### src/rtl/pe_ctrl_sequencer_pkg.sv
// Shared PE control types: per-PE control word layout and the context sequencer state encoding.
package pe_ctrl_sequencer_pkg;

    localparam int CTRL_W = 8;

    // Field order matches the packed control word so a CTRL_W slice of ctrl_out casts directly.
    typedef struct packed {
        logic [2:0] sel_op_0;
        logic [2:0] sel_op_1;
        logic [1:0] alu_op;
    } pe_ctrl_t;

    typedef enum logic [2:0] {
        SEQ_IDLE  = 3'd0,
        SEQ_LOAD  = 3'd1,
        SEQ_RUN   = 3'd2,
        SEQ_DRAIN = 3'd3,
        SEQ_DONE  = 3'd4
    } seq_state_t;

endpackage

### src/rtl/pe_ctrl_sequencer_ctx_mem.sv
// Context store: synchronous write, registered read with enable so the last context can be held.
module ctx_mem #(
    parameter int DEPTH = 16,
    parameter int WIDTH = 32,
    localparam int AW = $clog2(DEPTH)
) (
    input  logic             clk_i,
    input  logic             rst_ni,
    input  logic             we_i,
    input  logic [AW-1:0]    waddr_i,
    input  logic [WIDTH-1:0] wdata_i,
    input  logic             re_i,
    input  logic [AW-1:0]    raddr_i,
    output logic [WIDTH-1:0] rdata_o
);

    logic [WIDTH-1:0] mem_q [DEPTH];
    logic [WIDTH-1:0] rdata_q;

    always_ff @(posedge clk_i) begin
        if (we_i) begin
            mem_q[waddr_i] <= wdata_i;
        end
    end

    // The storage array is never reset; the read register is, because it drives ctrl_out directly.
    always_ff @(posedge clk_i or negedge rst_ni) begin
        if (!rst_ni) begin
            rdata_q <= '0;
        end else if (re_i) begin
            rdata_q <= mem_q[raddr_i];
        end
    end

    assign rdata_o = rdata_q;

endmodule

### src/rtl/pe_ctrl_sequencer.sv
// Loads a short program of per-PE control words, replays it for loop_count+1 passes,
// drains the PE pipeline and pulses done.
module pe_ctrl_sequencer #(
    parameter int NUM_PE    = 4,
    parameter int DEPTH     = 16,
    parameter int CTRL_W    = pe_ctrl_sequencer_pkg::CTRL_W,
    parameter int DRAIN_CYC = 2,
    localparam int AW = $clog2(DEPTH),
    localparam int DW = NUM_PE * CTRL_W
) (
    input  logic          clk_i,
    input  logic          rst_ni,
    input  logic          load_valid_i,
    output logic          load_ready_o,
    input  logic [DW-1:0] load_data_i,
    input  logic          load_last_i,
    input  logic          start_i,
    input  logic [7:0]    loop_count_i,
    output logic          pe_en_o,
    output logic [DW-1:0] ctrl_out_o,
    output logic [AW-1:0] ctx_idx_o,
    output logic          busy_o,
    output logic          done_o
);

    import pe_ctrl_sequencer_pkg::*;

    // state | meaning
    // IDLE  | program retained; accepts first load beat or start
    // LOAD  | collecting program words at wr_ptr
    // RUN   | replaying contexts, rd_ptr walks 0..prog_len-1 per pass
    // DRAIN | pe_en held for DRAIN_CYC cycles on the last context
    // DONE  | one-cycle completion, back to IDLE
    localparam logic [2:0] S_IDLE  = SEQ_IDLE;
    localparam logic [2:0] S_LOAD  = SEQ_LOAD;
    localparam logic [2:0] S_RUN   = SEQ_RUN;
    localparam logic [2:0] S_DRAIN = SEQ_DRAIN;
    localparam logic [2:0] S_DONE  = SEQ_DONE;

    localparam int DCW = (DRAIN_CYC > 1) ? $clog2(DRAIN_CYC) : 1;
    localparam logic [DCW-1:0] DRAIN_LOAD = DCW'((DRAIN_CYC > 0) ? DRAIN_CYC - 1 : 0);

    logic [2:0]     state_q, state_d;
    logic [AW-1:0]  wr_ptr_q, wr_ptr_d;
    logic [AW-1:0]  rd_ptr_q, rd_ptr_d;
    logic [AW:0]    prog_len_q, prog_len_d;
    logic [7:0]     iter_q, iter_d;
    logic [DCW-1:0] drain_q, drain_d;

    logic          pe_en_q, busy_q, done_q;
    logic [AW-1:0] ctx_idx_q;

    logic          load_beat;
    logic          rd_last;
    logic          mem_we, mem_re;
    logic [AW-1:0] mem_waddr;

    assign load_ready_o = (state_q == S_IDLE) || (state_q == S_LOAD);
    assign load_beat    = load_valid_i && load_ready_o;
    assign rd_last      = ({1'b0, rd_ptr_q} == (prog_len_q - (AW+1)'(1)));
    assign mem_waddr    = (state_q == S_IDLE) ? '0 : wr_ptr_q;

    always_comb begin
        state_d    = state_q;
        wr_ptr_d   = wr_ptr_q;
        rd_ptr_d   = rd_ptr_q;
        prog_len_d = prog_len_q;
        iter_d     = iter_q;
        drain_d    = drain_q;
        mem_we     = 1'b0;
        mem_re     = 1'b0;
        case (state_q)
            S_IDLE: begin
                // A load beat outranks a simultaneous start: the program is being replaced.
                if (load_beat) begin
                    mem_we = 1'b1;
                    if (load_last_i) begin
                        prog_len_d = (AW+1)'(1);
                    end else begin
                        prog_len_d = '0;
                        wr_ptr_d   = AW'(1);
                        state_d    = S_LOAD;
                    end
                end else if (start_i && (prog_len_q != '0)) begin
                    iter_d   = loop_count_i;
                    rd_ptr_d = '0;
                    state_d  = S_RUN;
                end
            end
            S_LOAD: begin
                if (load_beat) begin
                    mem_we = 1'b1;
                    if (load_last_i || (wr_ptr_q == AW'(DEPTH - 1))) begin
                        prog_len_d = {1'b0, wr_ptr_q} + (AW+1)'(1);
                        state_d    = S_IDLE;
                    end else begin
                        wr_ptr_d = wr_ptr_q + AW'(1);
                    end
                end
            end
            S_RUN: begin
                mem_re = 1'b1;
                if (rd_last) begin
                    rd_ptr_d = '0;
                    if (iter_q == 8'd0) begin
                        drain_d = DRAIN_LOAD;
                        state_d = (DRAIN_CYC == 0) ? S_DONE : S_DRAIN;
                    end else begin
                        iter_d = iter_q - 8'd1;
                    end
                end else begin
                    rd_ptr_d = rd_ptr_q + AW'(1);
                end
            end
            S_DRAIN: begin
                if (drain_q == '0) begin
                    state_d = S_DONE;
                end else begin
                    drain_d = drain_q - DCW'(1);
                end
            end
            S_DONE: begin
                state_d = S_IDLE;
            end
            default: begin
                state_d = S_IDLE;
            end
        endcase
    end

    always_ff @(posedge clk_i or negedge rst_ni) begin
        if (!rst_ni) begin
            state_q    <= S_IDLE;
            wr_ptr_q   <= '0;
            rd_ptr_q   <= '0;
            prog_len_q <= '0;
            iter_q     <= '0;
            drain_q    <= '0;
        end else begin
            state_q    <= state_d;
            wr_ptr_q   <= wr_ptr_d;
            rd_ptr_q   <= rd_ptr_d;
            prog_len_q <= prog_len_d;
            iter_q     <= iter_d;
            drain_q    <= drain_d;
        end
    end

    // Outputs lag the state by one edge, aligned with the registered memory read.
    always_ff @(posedge clk_i or negedge rst_ni) begin
        if (!rst_ni) begin
            pe_en_q   <= 1'b0;
            busy_q    <= 1'b0;
            done_q    <= 1'b0;
            ctx_idx_q <= '0;
        end else begin
            pe_en_q <= (state_q == S_RUN) || (state_q == S_DRAIN);
            busy_q  <= (state_q == S_RUN) || (state_q == S_DRAIN);
            done_q  <= (state_q == S_DONE);
            if (state_q == S_RUN) begin
                ctx_idx_q <= rd_ptr_q;
            end
        end
    end

    ctx_mem #(
        .DEPTH (DEPTH),
        .WIDTH (DW)
    ) u_ctx_mem (
        .clk_i   (clk_i),
        .rst_ni  (rst_ni),
        .we_i    (mem_we),
        .waddr_i (mem_waddr),
        .wdata_i (load_data_i),
        .re_i    (mem_re),
        .raddr_i (rd_ptr_q),
        .rdata_o (ctrl_out_o)
    );

    assign pe_en_o   = pe_en_q;
    assign busy_o    = busy_q;
    assign done_o    = done_q;
    assign ctx_idx_o = ctx_idx_q;

endmodule

### config.mk
export PLATFORM = sky130hd
export DESIGN_NAME = pe_ctrl_sequencer
export DESIGN_NICKNAME = d
export VERILOG_FILES = /design/src/rtl/pe_ctrl_sequencer_pkg.sv /design/src/rtl/pe_ctrl_sequencer_ctx_mem.sv /design/src/rtl/pe_ctrl_sequencer.sv
export SDC_FILE = /design/constraint.sdc
export NUM_CORES = 1
export LEC_CHECK = 0
export CAP_MARGIN = 30
export CORE_MARGIN = 8
export CORE_UTILIZATION = 50
export DETAILED_ROUTE_END_ITERATION = 6
export PLACE_DENSITY = 0.66
export SYNTH_ARGS = -nofsm -noshare
export SYNTH_HDL_FRONTEND = slang
export SYNTH_SLANG_ARGS = --single-unit
### constraint.sdc
create_clock -name clk_i -period 3.2 [get_ports clk_i]
set_input_delay 0.32 -clock clk_i [delete_from_list [all_inputs] [get_ports clk_i]]
set_output_delay 0.32 -clock clk_i [all_outputs]
set_load 0.03 [all_outputs]
**Word level (Yosys, flattened, before mapping)**

Memories as Yosys holds them, arrays and structs flattened. A register that Yosys moved wholly into a read port is not among the register bits.
Cells that the tools add are included.

- Add/sub/neg operators: 6
- Equality and inequality tests: 19
- Muxes and demuxes: 38
- Reduce and logical (&&, ||, !) cells: 19

Operators by type and width:

| kind | count |
|---|---|
| $mux 4 | 8 |
| $mux 8 | 4 |
| $mux 3 | 8 |
| $ne 2x2->1 const B | 9 |
| $pmux 4 s2 | 2 |
| $pmux 8 s2 | 1 |
| $mux 5 | 3 |
| $pmux 3 s4 | 1 |
| $pmux 5 s2 | 1 |
| $reduce_and 5->1 | 2 |
| $mux 1 | 9 |
| $add 4x1->4 const B | 2 |
| $logic_not 8->1 | 1 |
| $sub 8x1->8 const B | 1 |
| $reduce_and 7->1 | 1 |
| $eq 3x2->1 const B | 2 |
| $reduce_and 3->1 | 2 |
| $reduce_bool 2->1 | 3 |
| $add 4x1->5 const B | 1 |
| $eq 4x5->1 | 1 |
| $reduce_bool 5->1 | 1 |
| $sub 5x1->5 const B | 1 |
| $eq 4x4->1 const B | 1 |
| $ne 2x1->1 const B | 2 |
| other kinds (12) | 15 |

- Register bits after elaboration: 31
- Bits in writable memories: 512
- Input port bits: 45
- Word-level logic and storage cells: 92
- Memories: 1

Memories:

| memory | depth | bits a word | rd ports | clocked after Yosys merged registers in | wr ports | RTL line | RTL |
|---|---|---|---|---|---|---|---|
| u_ctx_mem.mem_q | 16 | 32 | 1 | 1 | 1 | pe_ctrl_sequencer_ctx_mem.sv:17 | `logic [WIDTH-1:0] mem_q [DEPTH];` |

**Logic depth before layout (Yosys ltp)**

Gate-level depths: netlist of run 1.

- Depth in word-level cells: 7
- Depth in mapped cells: 8

**Cells and area by module**

Synthesis of run 1 repeated with hierarchy kept, for this count alone.

- Cell total of the unflattened synthesis: 1,064
- Area total of the unflattened synthesis: 22,630.5 µm²

Modules (own cells, without submodules):

| module | instances | cells an instance | area an instance (µm²) | seq. area each (µm²) |
|---|---|---|---|---|
| ctx_mem | 1 | 876 | 20,788.7 | 16,175.5 |
| pe_ctrl_sequencer | 1 | 188 | 1,841.8 | 775.7 |

**Least setup slack after synthesis of run 1**

No wires, ideal clock.

- Path kind: register to register
- Start point: reg state_q[2]
- End point: mem u_ctx_mem.mem_q[6][0] (enable)
- Setup time: 0.421 ns
- Arrival time: 2.926 ns
- Data required time: 2.779 ns
- Slack: -0.147 ns
- Stages on the path, launching flop included: 7
- Cell sequence: dfrtp_1 > buf_2 > nor2_1 > and2_1 > clkbuf_1 > nand4b_1 > nor2_1

- Longest elaborated chain between the ends: 7
- Elaborated cells between the ends (all ways): 10
- Classes of those cells: eq/ne: 1; mux: 5; reduce/logical: 4

RTL lines:

| item | RTL line | RTL |
|---|---|---|
| start: declaration | pe_ctrl_sequencer.sv:43 | `logic [2:0] state_q, state_d;` |
| start signal: assignment | pe_ctrl_sequencer.sv:140 | `state_q <= state_d;` |
| $eq 3x1->1 / $logic_not 3->1 (equally long branches) | pe_ctrl_sequencer.sv:58 | `assign load_ready_o = (state_q == S_IDLE) \|\| (state_q == S_LOAD);` |
| $logic_or 1x1->1 (*) | pe_ctrl_sequencer.sv:58 |  |
| named net load_ready_o | pe_ctrl_sequencer.sv:14 | `output logic load_ready_o,` |
| $logic_and 1x1->1 (*) | pe_ctrl_sequencer.sv:59 | `assign load_beat = load_valid_i && load_ready_o;` |
| $mux 1 (*) | pe_ctrl_sequencer.sv:75, pe_ctrl_sequencer.sv:91 |  |
| $mux 1 (*) | - |  |
| $mux 1 (*) | pe_ctrl_sequencer_ctx_mem.sv:21 | `if (we_i) begin` |
| $mux 1 (implied by the code) (*) | pe_ctrl_sequencer_ctx_mem.sv:22 | `mem_q[waddr_i] <= wdata_i;` |
| end: declaration | pe_ctrl_sequencer_ctx_mem.sv:17 |  |

The timed path passes the listed nets; every way through them passes the cells marked *.

**Final worst setup path of run 1**

- Start point: reg state_q[1]
- End point: mem u_ctx_mem.mem_q[5][16] (enable)

- Longest elaborated chain between the ends: 7
- Elaborated cells between the ends (all ways): 10
- Classes of those cells: eq/ne: 1; mux: 5; reduce/logical: 4

RTL lines:

| item | RTL line |
|---|---|
| $eq 3x1->1 / $logic_not 3->1 (equally long branches) | pe_ctrl_sequencer.sv:58, pe_ctrl_sequencer.sv:72, pe_ctrl_sequencer.sv:61 |
| $logic_or 1x1->1 | pe_ctrl_sequencer.sv:58 |
| $logic_and 1x1->1 | pe_ctrl_sequencer.sv:59 |
| $mux 1 | pe_ctrl_sequencer.sv:75, pe_ctrl_sequencer.sv:91 |
| $mux 1 | - |
| $mux 1 | pe_ctrl_sequencer_ctx_mem.sv:21 |
| $mux 1 (implied by the code) | pe_ctrl_sequencer_ctx_mem.sv:22 |

Several ways; a longest one is shown, not always the timed one.

==> metrics.txt, run 1 <==
Vias=10765; synth top area cells=edfxtp_1 69%, mux4_2 13%, dfrtp_1 7.0%; cell family with most CP delay=simple AND/OR/NAND/NOR gates; critical path's largest stage delay=0.51 ns; # setup viols final=0; CTS tree=done; worst hold path class=in2async; Crit path required time=3.43 ns; period utilization=78.2%; slew margin rel.=between 30% and 40%; Core Region=44200 µm²; Async SR Flop Fraction=between 10% and 20%; initial core utilization=50.6%; fraction of layout cells with a size suffix above 1=25.4%; I/O Pins=85; syn nets=1128; final WL=around 45000 µm; synth warn=0; crit path time final=2.50 ns; RSZ-0062 raised after global routing=no; first-pass GRT wire length=70000 µm; # nets final=1246; cell breakdown of the critical path=nor2_1, and2_1, nand4b_1, nor2_4, buf_4; clk_skew=roughly 0.012 ns; area of the mapped netlist=between 20000 and 25000 µm²; syn_area_per_cell=between 20 and 25 µm²; Final HPWL DP=25100 µm; EDFF count, synth=approximately 510; Post-Syn Instances=between 1000 and 1500; # port buffers=84; CTS buffer count=58; Layout Cells excl Fill=about 1800; total grt overflow=0; pin count of the biggest net entering global routing=between 60 and 70; max-cap violations=0; # fillers=3121; initial antenna violation count=0; H-Tree Depth=2; Worst Path Max Fanout=32; PostCTS Resize Cnt=0; VDD IR max=0.746 mV; sequential cell area=17000 µm²; Initial DRC Count=750; Setup Slack @ Placement=~0.63 ns; worst skew pair latency=0.60 ns; Seq cells post-synth=575; outcome=completed; number of diodes=0; area of the multi-input gates=5230 µm²; clk buf depth=3; crit path max-delay cell type=dfrtp_1; number of global-route vias before repair=11479; sequential share of the synthesized area=75.8%; setup TNS=0 ns; pwr dens=857 nW/µm²; critical path endpoint category=register; First-pass DRT Iterations=4; most frequent cells in the layout=512 x edfxtp_1, 128 x mux4_2, 83 x clkdlybuf4s50_1; Final Hold Fails=0; clk root buf=clkbuf_16; GP Congestion=0.772; Slew @ Worst Pin=1.04 ns; Max Slew Vio Count=0; wire per inst=24.7 µm; Worst Slack Setup Final=0.698 ns; fmax=approximately 0.40 GHz; Crit path buffers/inverters=1; clock sinks=575; WP data arrival=2.74 ns; Leak Pwr=8.42 nW; Chip Height=228 µm; width of the die=228 µm; Yosys cell types=54; cell taking the most area after synthesis=edfxtp_1; Layout area overhead=17.5%; critical path class=reg2reg; DR vias/cell=5.86; Top FF cell, synth=edfxtp_1; Routed Antenna Nets=0; row count=77; share of the synthesized area in the top cell type=a little under 70%; worst hold slack=0.0765 ns; Startpoint Class=register; clock-pin slew on the worst setup and hold paths=0.06 ns; commonest non-fill, non-tap cell in the layout=edfxtp_1; # DRC=0; gr usage total=17.9%; dpl cells=between 1500 and 2000; DIE AREA=51800 µm²
-- final cells by class --
class / count / share of cell area, %
tap: 592 / 2.82
sequential: 575 / 64.6
clock inverter: 25 / 1.19
clock buffer: 84 / 6.36
timing repair buffer: 124 / 5.09
multi-input combinational: 432 / 19.9
inverter: 6 / 0.0857
-- per-layer routing --
layer | vias up | GRT usage (%) | wire (µm)
met5 | - | 0 | 0
met2 | 247 | 29.3 | 22200
met4 | 0 | 5.13 | 901
met1 | 5730 | 25.2 | 20500
met3 | 65 | 2.55 | 1900
li1 | 4723 | - | -
-- worst paths after layout --
path	start	endpoint	slack (ns)	depth (start not counted)
max in group asynchronous	rst_ni	rd_ptr_q[2]	2.55	3
max	state_q[1]	u_ctx_mem.mem_q[5][16]	0.70	5
max reg2reg	state_q[1]	u_ctx_mem.mem_q[5][16]	0.70	5
min in group clk_i	loop_count_i[2]	iter_q[2]	0.42	3
min reg2reg	ctx_idx_o[3]	ctx_idx_o[3]	0.48	1
min	rst_ni	iter_q[4]	0.08	2
-- stage by stage --
stage	cell area (µm²)	power [W]	utilization (%)
floorplan	22400	0.0138	-
global route	26300	0.0235	59.4
finish	26300	0.0225	59.4
CTS	26300	0.0228	59.4
global placement	24300	0.0157	54.9
detailed placement	24300	0.0159	54.9
-- state kept, by name, indices dropped and copies added, names as in the netlist --
register / count
busy_o: 1
ctx_idx_o: 4
done_o: 1
drain_q: 1
iter_q: 8
prog_len_q: 5
rd_ptr_q: 4
state_q: 3
u_ctx_mem.mem_q: 512
u_ctx_mem.rdata_o: 32
wr_ptr_q: 4
-- synthesized netlist by cell type, types with 6 or more instances --
master and n:
edfxtp_1 512, mux4_2 128, dfrtp_1 63, nor3_1 41, mux2i_1 33, a221o_1 32
clkbuf_1 32, mux2_2 32, nand2_1 29, buf_2 26, nor2_1 26, o21ai_0 12
inv_1 6, nand2b_1 6
-- where the power goes --
group | total, W | switching (W) | internal (W)
logic | 0.00642 | 0.00333 | 0.00309
clock network | 0.00692 | 0.00274 | 0.00418
registers | 0.00919 | 0.000454 | 0.00873
-- kinds of logic after synthesis --
group | synth area share [%]
adder cells (fa/ha/maj) | 0.224
XOR/XNOR | 0.313
AO/OA/AOI/OAI | 3.06
AND/OR/NAND/NOR | 3.23
buffers and inverters | 1.44
flip-flops | 75.8
multiplexers | 16.0
-- worst register-to-register path, cell delays in order, from the launching register on --
cell	delay (ns)
dfrtp_1	0.51
nor2_1	0.27
and2_1	0.24
nand4b_1	0.42
nor2_4	0.19
buf_4	0.49
-- what timing repair did --
action | in CTS | in global routing
hold endpoints to repair | 63 | 0
hold buffers | 1 | 0
setup buffers | 0 | 0
Power figures use the tool's default switching activity.
==> run 2: changes to the inputs <==
==> constraint.sdc (replaced) <==
create_clock -name clk_i -period 2.31 [get_ports clk_i]
set_input_delay 0.231 -clock clk_i [delete_from_list [all_inputs] [get_ports clk_i]]
set_output_delay 0.231 -clock clk_i [all_outputs]
set_load 0.03 [all_outputs]
==> run 2 against run 1 <==
  * Cell count up 1.6%
  * Largest cell class unchanged
  * Sequential cell count unchanged
  * Total power up 38%
  * Setup slack worse by 0.55 ns
  * Critical endpoint is now load_ready_o
==> metrics.txt, run 2 (synthesized netlist as in run 1, its figures left out) <==
number of global-route vias before repair=11384 (-0.83%); critical path's largest stage delay=0.69 ns (+0.18 ns); WP data arrival=1.94 ns (-0.80 ns); most frequent cells in the layout=512 x edfxtp_1, 128 x mux4_2, 83 x clkdlybuf4s50_1; Crit path required time=2.08 ns (-1.35 ns); cell family with most CP delay=buffers and inverters; H-Tree Depth=2 (unchanged); clock sinks=575 (unchanged); # port buffers=84 (unchanged); clk buf depth=3 (unchanged); critical path class=reg2out; width of the die=228 µm (unchanged); I/O Pins=85 (unchanged); Crit path buffers/inverters=1 (unchanged); max-cap violations=0 (unchanged); worst skew pair latency=0.60 ns (about the same); VDD IR max=0.709 mV (-4.9%); worst reg2reg path depth=5 (unchanged); Routed Antenna Nets=0 (unchanged); reg2reg setup slack=0.19 ns (-0.51 ns); initial antenna violation count=3 (+3); crit path time final=roughly 2.2 ns; crit path to=load_ready_o; Vias=11112 (+3.2%); crit path max-delay cell type=clkdlybuf4s50_1; Reg-to-Reg Start=rd_ptr_q[0]; final WL=48900 µm (+7.5%); DIE AREA=51800 µm² (unchanged); commonest non-fill, non-tap cell in the layout=edfxtp_1; Chip Height=228 µm (unchanged); pin count of the biggest net entering global routing=51 (-25%); CTS tree=done; worst hold slack=0.214 ns (+0.137 ns); worst hold path class=in2async; clk_skew=0.0199 ns (+0.00755 ns); RSZ-0062 raised after global routing=no; row count=77 (unchanged); fmax=about 0.46 GHz; initial core utilization=50.6% (unchanged); Slew @ Worst Pin=0.675 ns (-0.362 ns); clock-pin slew on the worst setup and hold paths=0.06 ns (about the same); period utilization=between 90 and 100%; # nets final=1276 (+2.4%); Max Slew Vio Count=0 (unchanged); post-CTS setup buffer count=0 (unchanged); outcome=completed; Startpoint Class=register; critical path endpoint category=primary output; overall power=0.0311 W (+38%); cell breakdown of the critical path=nor2_4, clkdlybuf4s50_1; pwr dens=1170 nW/µm² (+36%); clk root buf=clkbuf_16; Leak Pwr=8.55 nW (+1.5%); Layout area overhead=19.1%; Final HPWL DP=26900 µm (+6.8%); Core Region=44200 µm² (unchanged); First-pass DRT Iterations=5 (+1); # DRC=0 (unchanged); DR vias/cell=5.95 (+1.6%); Final Hold Fails=0 (unchanged); slew margin rel.=55.0% (+24 points); total grt overflow=0 (unchanged); Initial DRC Count=1082 (+44%); CP Depth=2 (-3); gr usage total=19.3% (+1.3 points); Worst Path Max Fanout=8 (-75%); wire per inst=26.2 µm (+5.8%); Largest Register=u_ctx_mem.mem_q; CTS buffer count=57 (-1.7%); # setup viols final=0 (unchanged); GP Congestion=0.755 (-2.2%); Crit Reg-Reg Endpoint=u_ctx_mem.rdata_o[18]; fraction of layout cells with a size suffix above 1=27.0% (+1.6 points); max reg flops=512 (unchanged); first-pass GRT wire length=73300 µm (+4.8%); CP startpoint=state_q[1]
-- run 2: area by class of cell --
cell class / count / area [µm²]
multi-input cells: 432 / 5250
repair buffers: 155 / 1800
well taps: 592 / 741
clock inverters: 29 / 285
clock buffers: 77 / 1570
flip-flops and latches: 575 / 17000
inverters: 6 / 22.5
diodes: 1 / 2.50
fillers: 3101 / 17600
-- run 2: worst min-delay path by stage --
stage                        end  startpoint  slack, ns  cells past startpoint
detailed placement  ctx_idx_o[0]      rst_ni       0.32                      1
finish              ctx_idx_o[2]      rst_ni       0.21                      2
floorplan                 busy_o      rst_ni      -0.06                      0
global placement    ctx_idx_o[0]      rst_ni       0.31                      1
global route           iter_q[2]      rst_ni       0.25                      2
CTS                 ctx_idx_o[0]      rst_ni       0.22                      2
-- run 2: metal layers --
metal  global-route usage, %  up-vias  routed length [µm]
met3                    3.66       69                2930
met5                       0        -                  22
met1                    27.6     5934               21500
li1                        -     4783                   -
met4                    5.24        4                 931
met2                    30.3      322               23500
-- run 2: report_power, final --
part	internal [W]	leakage (nW)	switching, W	total, W
registers	0.0121	5.39	0.000558	0.0127
logic	0.00461	2.26	0.00475	0.00936
clock network	0.00533	0.897	0.00378	0.00911
total	0.0220	8.55	0.00908	0.0311
-- run 2: what timing repair did --
| item | 4_1_cts | 5_1_grt |
|---|---|---|
| endpoints found under the setup margin | 0 | 9 |
| hold buffers | 1 | 0 |
| gates resized for setup | 0 | 4 |
| endpoints found under the hold margin | 38 | 0 |
-- run 2: metrics by stage --
stage                     setup TNS, ns  cell area [µm²]  std cells  util (%)  worst slack, ns
after floorplan                   -5.11            22500       1079         -          -0.0492
after global placement                0            24800       1759      56.0            0.155
after detailed placement              0            24800       1759      56.0           0.0865
after CTS                             0            26600       1866      60.2           0.0616
after global routing                  0            26600       1866      60.2           0.0303
final                                 0            26600       1867      60.2            0.143
-- run 2: worst reg2reg max path, cell delays in order, from the launching register on --
cell,delay (ns)
dfrtp_4,0.49
buf_12,0.19
buf_12,0.21
mux4_2,0.52
mux2_2,0.28
a221o_1,0.32
==> run 3: changes to the inputs <==
==> constraint.sdc (replaced) <==
create_clock -name clk_i -period 2.31 [get_ports clk_i]
set_input_delay 0.3465 -clock clk_i [delete_from_list [all_inputs] [get_ports clk_i]]
set_output_delay 0.3465 -clock clk_i [all_outputs]
set_load 0.03 [all_outputs]
==> run 3 against run 2 <==
  * Utilization grew 0.30 points
  * Register-to-register slack lost 0.03 ns
  * Sequential cell count is the same
  * Die area is the same
  * Cell count is the same
  * Setup slack gained 0.018 ns
  * Count of clock-buffer cells in the layout grew 6
  * Global-route usage shrank 0.42 points
  * Largest power group unchanged
  * First-iteration DRC count shrank 16%
==> metrics.txt, run 3 (synthesized netlist as in run 1, its figures left out) <==
width of the die=228 µm (unchanged); post-layout util=60.5% (+0.30 points); # DRC=0 (unchanged); VDD IR max=0.764 mV (+7.7%); fraction of layout cells with a size suffix above 1=27.0% (unchanged); outcome=completed; # setup viols final=0 (unchanged); DIE AREA=51800 µm² (unchanged); RSZ-0062 raised after global routing=no; Area after DPL=24800 µm² (+0.27%); # port buffers=84 (unchanged); worst hold slack=0.357 ns (+0.143 ns); gr usage total=18.8% (-0.42 points); Largest Register=u_ctx_mem.mem_q; clock sinks=575 (unchanged); Slew @ Worst Pin=0.738 ns (+0.0639 ns); Crit path required time=2.78 ns (+0.70 ns); clock-pin slew on the worst setup and hold paths=0.06 ns (about the same); GRT busiest layer=met2; DR vias/cell=5.99 (+0.61%); final WL=48400 µm (-1.1%); row count=77 (unchanged); Leak Pwr=8.61 nW (+0.74%); Chip Height=228 µm (unchanged); fmax=0.465 GHz (+0.86%); commonest non-fill, non-tap cell in the layout=edfxtp_1; pwr dens=1170 nW/µm² (+0.49%); post-route cell area=26800 µm² (+0.50%); Initial DRC Count=907 (-16%); Worst Path Max Fanout=10 (+2); Final Hold Fails=0 (unchanged); GP Congestion=0.753 (-0.32%); crit path time final=2.15 ns (-0.0184 ns); Vias=11180 (+0.61%); WP data arrival=2.62 ns (+0.68 ns); Layout area overhead=19.7%; wire per inst=25.9 µm (-1.1%); clk buf depth=3 (unchanged); Max Slew Vio Count=0 (unchanged); pin count of the biggest net entering global routing=49 (-3.9%); most frequent cells in the layout=512 x edfxtp_1, 128 x mux4_2, 82 x clkdlybuf4s50_1; initial antenna violation count=3 (unchanged); H-Tree Depth=2 (unchanged); initial core utilization=50.6% (unchanged); grt met2 use=30.4% (about the same); Setup Slack @ Placement=0.0851 ns (-0.00138 ns); M3 GR Usage=3.26% (-0.40 points); post-CTS setup buffer count=0 (unchanged); critical path class=reg2reg; I/O Pins=85 (unchanged); critical path endpoint category=register; worst skew pair latency=0.61 ns (about the same); Layout Cells excl Fill=1867 (unchanged); CTS buffer count=57 (unchanged); worst hold path class=in2async; number of global-route vias before repair=11354 (-0.26%); Startpoint Class=register; clk_skew=0.0247 ns (+0.00480 ns); first-pass GRT wire length=72200 µm (-1.5%); max-cap violations=0 (unchanged); Routed Antenna Nets=0 (unchanged); # nets final=1275 (-0.078%); CTS tree=done; met1 usage=26.6% (-0.95 points); clk root buf=clkbuf_16; Final HPWL DP=27200 µm (+1.4%); Worst Slack Setup Final=0.161 ns (+0.0184 ns); max reg flops=512 (unchanged); period utilization=93.0% (-0.80 points); dpl cells=1758 (-0.057%); First-pass DRT Iterations=4 (-1); total grt overflow=0 (unchanged); slew margin rel.=50.8% (-4.3 points); Core Region=44200 µm² (unchanged)
[run 3: cell type report]
| type | instances | area, µm² |
|---|---|---|
| Fill cell | 3070 | 17500 |
| Sequential cell | 575 | 17000 |
| Multi-Input combinational cell | 432 | 5250 |
| Timing Repair Buffer | 154 | 1870 |
| Clock buffer | 83 | 1600 |
| Tap cell | 592 | 741 |
| Clock inverter | 24 | 328 |
| Inverter | 6 | 22.5 |
| Antenna cell | 1 | 2.50 |
[run 3: metrics by stage]
step	TNS, ns	power [W]
after floorplan	-5.11	0.0192
after global placement	0	0.0222
after detailed placement	0	0.0223
after CTS	0	0.0317
after global routing	0	0.0327
final	0	0.0314
[run 3: where the power goes]
part | switching [W] | internal, W
Clock | 0.00383 | 0.00559
Combinational | 0.00465 | 0.00459
Sequential | 0.000674 | 0.0121
Total | 0.00915 | 0.0223
[run 3: final timing paths]
| path | start | end | slack (ns) | cells past startpoint |
|---|---|---|---|---|
| setup / recovery | rd_ptr_q[0] | u_ctx_mem.rdata_o[17] | 0.16 | 5 |
| hold / removal | rst_ni | ctx_idx_o[2] | 0.36 | 2 |
| setup reg to reg | rd_ptr_q[0] | u_ctx_mem.rdata_o[17] | 0.16 | 5 |
| hold reg to reg | ctx_idx_o[1] | ctx_idx_o[1] | 0.48 | 2 |
| max in group asynchronous | rst_ni | u_ctx_mem.rdata_o[26] | 1.33 | 3 |
| min in group clk_i | loop_count_i[1] | iter_q[1] | 0.43 | 3 |
[run 3: what timing repair did]
item,4_1_cts,5_1_grt
resized for setup,1,4
hold endpoints to repair,40,0
hold buffers,1,0
setup endpoints to repair,1,8
[run 3: per-layer routing]
layer | vias up | share of wire (%)
met3 | 66 | 6.0
met4 | 4 | 1.8
li1 | 4794 | -
met2 | 355 | 48
met1 | 5961 | 44
met5 | - | 0.056
[run 3: critical path, cell delays in order, from the launching register on]
cell and delay (ns):
dfrtp_4 0.54, buf_12 0.19, buf_12 0.16, mux4_2 0.51
mux2_2 0.27, a221o_1 0.33
